File: config.mk
export PLATFORM = sky130hd
export DESIGN_NAME = cp0_int_ctrl_flat
export DESIGN_NICKNAME = d
export VERILOG_FILES = /design/src/rtl/cp0_int_ctrl_if.sv /design/src/rtl/cp0_int_ctrl.sv /design/src/flat_wrapper.sv
export SDC_FILE = /design/constraint.sdc
export NUM_CORES = 1
export LEC_CHECK = 0
export CORE_MARGIN = 10
export CORE_UTILIZATION = 38
export DETAILED_ROUTE_END_ITERATION = 10
export GPL_TIMING_DRIVEN = 0
export PLACE_DENSITY_LB_ADDON = 0.3
export REMOVE_ABC_BUFFERS = 1
export SLEW_MARGIN = 20
export SYNTH_ARGS = -nofsm -noshare
export SYNTH_HDL_FRONTEND = slang
export SYNTH_SLANG_ARGS = --single-unit
File: constraint.sdc
create_clock -name clk -period 3.97 [get_ports clk]
set_clock_uncertainty 0.05 [all_clocks]
set_input_delay 0.794 -clock clk [delete_from_list [all_inputs] [get_ports clk]]
set_output_delay 0.794 -clock clk [all_outputs]
set_load 0.01 [all_outputs]
File: src/rtl/cp0_int_ctrl_if.sv
//------------------------------------------------------------------------------
// cp0_int_ctrl_if : CP0 interrupt/exception controller bus between core and CP0
// Revision 1.0
//------------------------------------------------------------------------------
`default_nettype none

interface cp0_int_ctrl_if #(
  parameter int NUM_IRQ = 6
);
  logic [NUM_IRQ-1:0] irq;
  logic               exc_valid;
  logic [4:0]         exc_code;
  logic [31:0]        pc_in;
  logic               cp0_we;
  logic [4:0]         cp0_addr;
  logic [31:0]        cp0_wdata;
  logic               eret;
  logic [31:0]        cp0_rdata;
  logic               trap;
  logic [31:0]        trap_pc;
  logic               eret_redirect;
  logic [31:0]        epc_out;
  logic [2:0]         irq_id;
  logic               double_fault;

  modport master (
    output irq, exc_valid, exc_code, pc_in, cp0_we, cp0_addr, cp0_wdata, eret,
    input  cp0_rdata, trap, trap_pc, eret_redirect, epc_out, irq_id, double_fault
  );

  modport slave (
    input  irq, exc_valid, exc_code, pc_in, cp0_we, cp0_addr, cp0_wdata, eret,
    output cp0_rdata, trap, trap_pc, eret_redirect, epc_out, irq_id, double_fault
  );
endinterface

`default_nettype wire

File: src/rtl/cp0_int_ctrl.sv
//------------------------------------------------------------------------------
// cp0_int_ctrl : Status/Cause/EPC registers, maskable interrupts, exceptions, eret
// Revision 1.0
//------------------------------------------------------------------------------
`default_nettype none

module cp0_int_ctrl #(
  parameter int          NUM_IRQ = 6,
  parameter logic [31:0] VECTOR  = 32'h8000_0180
) (
  input  logic          clk,
  input  logic          rst_n,
  cp0_int_ctrl_if.slave bus
);

  localparam logic [4:0] c_addr_status = 5'd12;
  localparam logic [4:0] c_addr_cause  = 5'd13;
  localparam logic [4:0] c_addr_epc    = 5'd14;

  typedef enum logic [0:0] {
    RUN     = 1'b0,
    HANDLER = 1'b1
  } state_t;

  state_t             r_state;
  state_t             w_state_nxt;
  logic               r_ie;
  logic [NUM_IRQ-1:0] r_im;
  logic [NUM_IRQ-1:0] r_ip;
  logic [4:0]         r_exccode;
  logic [31:0]        r_epc;
  logic               r_double_fault;

  logic               w_exl;
  logic [NUM_IRQ-1:0] w_pending;
  logic               w_exc_take;
  logic               w_int_take;
  logic               w_take;
  logic               w_status_we;
  logic [2:0]         w_irq_id;
  logic [31:0]        w_status;
  logic [31:0]        w_cause;
  logic [31:0]        w_rdata;

  assign w_exl       = (r_state == HANDLER);
  assign w_pending   = r_ip & r_im;
  assign w_status_we = bus.cp0_we && (bus.cp0_addr == c_addr_status);
  // Exceptions ignore IE and pre-empt any pending interrupt.
  assign w_exc_take  = !w_exl && bus.exc_valid;
  assign w_int_take  = !w_exl && r_ie && !bus.exc_valid && (|w_pending);
  assign w_take      = w_exc_take || w_int_take;

  always_comb begin
    w_irq_id = 3'd0;
    for (int i = NUM_IRQ - 1; i >= 0; i--) begin
      if (w_pending[i]) w_irq_id = 3'(i);
    end
  end

  always_comb begin
    w_state_nxt = r_state;
    if (w_take) begin
      w_state_nxt = HANDLER;
    end else if (bus.eret && w_exl) begin
      w_state_nxt = RUN;
    end else if (w_status_we) begin
      w_state_nxt = bus.cp0_wdata[1] ? HANDLER : RUN;
    end
  end

  always_ff @(posedge clk) begin
    if (!rst_n) begin
      r_state <= RUN;
    end else begin
      r_state <= w_state_nxt;
    end
  end

  // IE/IM always follow an mtc0 even when a take lands in the same cycle.
  always_ff @(posedge clk) begin
    if (!rst_n) begin
      r_ie           <= 1'b0;
      r_im           <= '0;
      r_ip           <= '0;
      r_exccode      <= 5'd0;
      r_epc          <= 32'd0;
      r_double_fault <= 1'b0;
    end else begin
      r_ip           <= bus.irq;
      r_double_fault <= w_exl && bus.exc_valid;
      if (w_status_we) begin
        r_ie <= bus.cp0_wdata[0];
        r_im <= bus.cp0_wdata[8 +: NUM_IRQ];
      end
      if (w_take) begin
        r_epc     <= bus.pc_in;
        r_exccode <= w_exc_take ? bus.exc_code : 5'd0;
      end else if (bus.cp0_we && (bus.cp0_addr == c_addr_epc)) begin
        r_epc <= bus.cp0_wdata;
      end
    end
  end

  always_comb begin
    w_status                = 32'd0;
    w_status[0]             = r_ie;
    w_status[1]             = w_exl;
    w_status[8 +: NUM_IRQ]  = r_im;
    w_cause                 = 32'd0;
    w_cause[6:2]            = r_exccode;
    w_cause[8 +: NUM_IRQ]   = r_ip;
    case (bus.cp0_addr)
      c_addr_status: w_rdata = w_status;
      c_addr_cause:  w_rdata = w_cause;
      c_addr_epc:    w_rdata = r_epc;
      default:       w_rdata = 32'd0;
    endcase
  end

  assign bus.cp0_rdata     = w_rdata;
  assign bus.trap          = w_take;
  assign bus.trap_pc       = VECTOR;
  assign bus.eret_redirect = bus.eret && w_exl;
  assign bus.epc_out       = r_epc;
  assign bus.irq_id        = w_irq_id;
  assign bus.double_fault  = r_double_fault;

endmodule

`default_nettype wire

File: src/flat_wrapper.sv
// flat-port wrapper written by rule: the top's interface ports become plain ports
module cp0_int_ctrl_flat 
#(
  parameter int          NUM_IRQ = 6,
  parameter logic [31:0] VECTOR  = 32'h8000_0180
)
  (clk, rst_n, bus_irq, bus_exc_valid, bus_exc_code, bus_pc_in, bus_cp0_we, bus_cp0_addr, bus_cp0_wdata, bus_eret, bus_cp0_rdata, bus_trap, bus_trap_pc, bus_eret_redirect, bus_epc_out, bus_irq_id, bus_double_fault);
  cp0_int_ctrl_if #(.NUM_IRQ(NUM_IRQ)) bus_i ();
  input  logic clk;
  input  logic rst_n;
  input wire logic [$bits(bus_i.irq)-1:0] bus_irq;
  input wire logic [$bits(bus_i.exc_valid)-1:0] bus_exc_valid;
  input wire logic [$bits(bus_i.exc_code)-1:0] bus_exc_code;
  input wire logic [$bits(bus_i.pc_in)-1:0] bus_pc_in;
  input wire logic [$bits(bus_i.cp0_we)-1:0] bus_cp0_we;
  input wire logic [$bits(bus_i.cp0_addr)-1:0] bus_cp0_addr;
  input wire logic [$bits(bus_i.cp0_wdata)-1:0] bus_cp0_wdata;
  input wire logic [$bits(bus_i.eret)-1:0] bus_eret;
  output wire logic [$bits(bus_i.cp0_rdata)-1:0] bus_cp0_rdata;
  output wire logic [$bits(bus_i.trap)-1:0] bus_trap;
  output wire logic [$bits(bus_i.trap_pc)-1:0] bus_trap_pc;
  output wire logic [$bits(bus_i.eret_redirect)-1:0] bus_eret_redirect;
  output wire logic [$bits(bus_i.epc_out)-1:0] bus_epc_out;
  output wire logic [$bits(bus_i.irq_id)-1:0] bus_irq_id;
  output wire logic [$bits(bus_i.double_fault)-1:0] bus_double_fault;
  assign bus_i.irq = bus_irq;
  assign bus_i.exc_valid = bus_exc_valid;
  assign bus_i.exc_code = bus_exc_code;
  assign bus_i.pc_in = bus_pc_in;
  assign bus_i.cp0_we = bus_cp0_we;
  assign bus_i.cp0_addr = bus_cp0_addr;
  assign bus_i.cp0_wdata = bus_cp0_wdata;
  assign bus_i.eret = bus_eret;
  assign bus_cp0_rdata = bus_i.cp0_rdata;
  assign bus_trap = bus_i.trap;
  assign bus_trap_pc = bus_i.trap_pc;
  assign bus_eret_redirect = bus_i.eret_redirect;
  assign bus_epc_out = bus_i.epc_out;
  assign bus_irq_id = bus_i.irq_id;
  assign bus_double_fault = bus_i.double_fault;
  cp0_int_ctrl #(.NUM_IRQ(NUM_IRQ), .VECTOR(VECTOR)) u_core (.clk(clk), .rst_n(rst_n), .bus(bus_i));
endmodule
==> results.sh <==
export IMPL_syn2layout_area_growth_pct=62.0
export IMPL_clk_path_buf_depth=2
export IMPL_worst_path_max_delay_cell="o41ai_4"
export IMPL_final_nets=580
export IMPL_worst_pin_slew_ns=0.791
export IMPL_antenna_cells=0
export IMPL_ios=187
export IMPL_syn_area_sq_um=2670
export IMPL_drc=0
export IMPL_required_ns=3.13
export IMPL_total_power_w=0.00124
export IMPL_htreeDepth=2
export IMPL_vias_per_cell=4.95
export IMPL_ys_ff_latch=52
export IMPL_layout_drive_gt1_share=0.0504
export IMPL_root_buffer="clkbuf_8"
export IMPL_dr_first_iter_drc_count=93
export IMPL_start_util=0.391
export IMPL_layout_common_cells="clkdlybuf4s50_1 (153), nand2_1 (87), dfxtp_1 (52)"
export IMPL_fin_setup_tns_ns=0
export IMPL_cp_end_kind="output pin"
export IMPL_cts_buffers=5
export IMPL_die_w_microns=104
export IMPL_p_leak_nw=1.62
export IMPL_hold_path_class="reg2reg"
export IMPL_path_cells="clkdlybuf4s50_1 -> nor2b_1 -> o41ai_4 -> buf_6 -> inv_1 -> clkdlybuf4s50_1"
export IMPL_synth_avg_cell_area_sq_um=7.61
export IMPL_clk_pin_slew_ns=0.09
export IMPL_wl_per_cell_microns=17.3
export IMPL_drtAntennaViolNets=0
export IMPL_rows=30
export IMPL_cp_arrival_ns=2.95
export IMPL_cap_violations=0
export IMPL_grt_pass1_wl_microns=15900
export IMPL_vias=2930
export IMPL_crit_top_cell="clkdlybuf4s50_1"
export IMPL_finalCriticalPeriod_ns=3.79
export IMPL_synth_yosys_seq_area_share=0.390
export IMPL_crit_fanout=16
export IMPL_clkLatencyLatePin_ns=0.31
export IMPL_fill_cells=623
export IMPL_coreArea_sq_um=6830
export IMPL_final_area_sq_um=4330
export IMPL_cts_hold_buffers=0
export IMPL_die_area_sq_um=10800
export IMPL_grt_pass1_vias=3010
export IMPL_fin_hold_ws_ns=0.440
export IMPL_antenna_found_initial=0
export IMPL_rsz0062_at_grt="no"
export IMPL_fin_crit_sh=0.956
export IMPL_crit_type="in2out"
export IMPL_critPathMaxStageDelay_ns=0.67
export IMPL_final_common_cell="clkdlybuf4s50_1"
export IMPL_tritoncts="yes"
export IMPL_first_pass_iters=5
export IMPL_dpl_cell_area_sq_um=4200
export IMPL_postRouteWirelength_microns=10300
export IMPL_netlist_instances=351
export IMPL_final_hold_violation_count=0
export IMPL_status="finished, final reports clean"
export IMPL_ys_warnings_count=0
export IMPL_slew_viol_final=0
export IMPL_grt_max_degree=41
export IMPL_placed_cells=583
export IMPL_cp_start_kind="input port"
export IMPL_routabilityCongestion=0.733
export IMPL_port_buffers=154
export IMPL_dieHeight_microns=104
export IMPL_hpwl_microns=7780
export IMPL_fmax_ghz=0.264
export IMPL_clkSinkCount=52
export IMPL_grt_remaining_overflow=0
export IMPL_ir_drop_mv=0.203
export IMPL_relSlewSlack=0.471
export IMPL_setup_viol=0
export IMPL_synth_cell_types=27
export IMPL_grt_use_total=0.179
export IMPL_instances_no_fill=592
export IMPL_power_density_nw_per_um2=286
[flip-flops by register name (all words and copies together) (netlist names)]
register                 flops
u_core.bus.epc_out          32
u_core.r_ie                  1
u_core.r_state               1
u_core.r_ip                  6
u_core.r_exccode             5
u_core.r_im                  6
u_core.bus.double_fault      1
[final timing paths]
| check | startpoint | endpoint | slack [ns] | depth (start not counted) |
|---|---|---|---|---|
| worst max register to register | u_core.r_ip[0] | u_core.bus.epc_out[16] | 1.66 | 7 |
| worst min-delay path | u_core.bus.epc_out[13] | u_core.bus.epc_out[13] | 0.44 | 2 |
| worst max-delay path | bus_exc_valid | bus_trap | 0.18 | 6 |
| worst min register to register | u_core.bus.epc_out[13] | u_core.bus.epc_out[13] | 0.44 | 2 |
[cells by family (layout without fill, tap and decap cells)]
logic type	after synthesis	count (layout)	share of synthesized area
AOI/OAI and AO/OA	98	98	0.237
buffers and inverters	59	174	0.130
DFF	52	52	0.390
other	2	32	0.00281
and+or+nand+nor	140	140	0.241
[final cells by class]
cell class | instances | area (sq um) | area share
Clock inverter | 2 | 35.0 | 0.00809
Inverter | 3 | 11.3 | 0.00260
Tap cell | 96 | 120 | 0.0278
Sequential cell | 52 | 1040 | 0.241
Clock buffer | 6 | 72.6 | 0.0168
Multi-Input combinational cell | 270 | 1420 | 0.328
Timing Repair Buffer | 163 | 1630 | 0.376
[synthesized netlist by cell type]
cell / count / area [sq um]
inv_1: 3 / 11.3
o41ai_4: 1 / 27.5
a22oi_1: 12 / 90.1
nand3b_1: 1 / 7.51
clkbuf_1: 20 / 75.1
nand2_1: 88 / 330
o21ba_2: 1 / 10.0
conb_1: 2 / 7.51
a32o_1: 1 / 10.0
buf_4: 32 / 240
and3b_1: 2 / 17.5
a21oi_1: 8 / 40.0
and3_1: 1 / 6.26
o21ai_1: 31 / 155
nand3_1: 9 / 45.0
a22o_1: 10 / 87.6
nand4_1: 1 / 6.26
buf_2: 4 / 20.0
nor3_1: 2 / 10.0
o21ai_0: 1 / 5.00
nor2b_1: 2 / 12.5
a31oi_1: 33 / 206
dfxtp_1: 52 / 1040
and2_1: 26 / 163
nor2_1: 5 / 18.8
nor3b_2: 1 / 12.5
nor3b_1: 2 / 15.0
[metrics by stage]
| stage | utilization | setup slack (ns) |
|---|---|---|
| floorplan | - | 0.0570 |
| global placement | 0.602 | -1.93 |
| detailed placement | 0.614 | -0.0987 |
| CTS | 0.632 | 0.0213 |
| global route | 0.634 | 0.0476 |
| finish | 0.634 | 0.176 |
[worst max-delay path, delay by kind of cell]
family | cells | cell delay, ns
buf+inv | 4 | 1.23
compound gates | 1 | 0.67
simple gates | 1 | 0.24
[report_power, final]
group,switching (W),internal [W],total (W)
Sequential,0.0000271,0.000559,0.000586
Combinational,0.000122,0.000164,0.000287
Clock,0.000179,0.000188,0.000367
Total,0.000329,0.000911,0.00124
[layer usage]
layer | vias up | routed length (microns) | GRT usage
met5 | - | 0 | 0
met4 | 0 | 127 | 0.0477
met3 | 11 | 932 | 0.0774
met2 | 117 | 5220 | 0.319
met1 | 1368 | 3980 | 0.187
li1 | 1434 | - | -
[what timing repair did]
item | 4_1_cts | 5_1_grt
resized for setup | 2 | 1
setup endpoints to repair | 19 | 16
hold endpoints to repair | 0 | 0
pin swaps | 0 | 2
setup buffers | 0 | 1
Power figures use the tool's default switching activity.
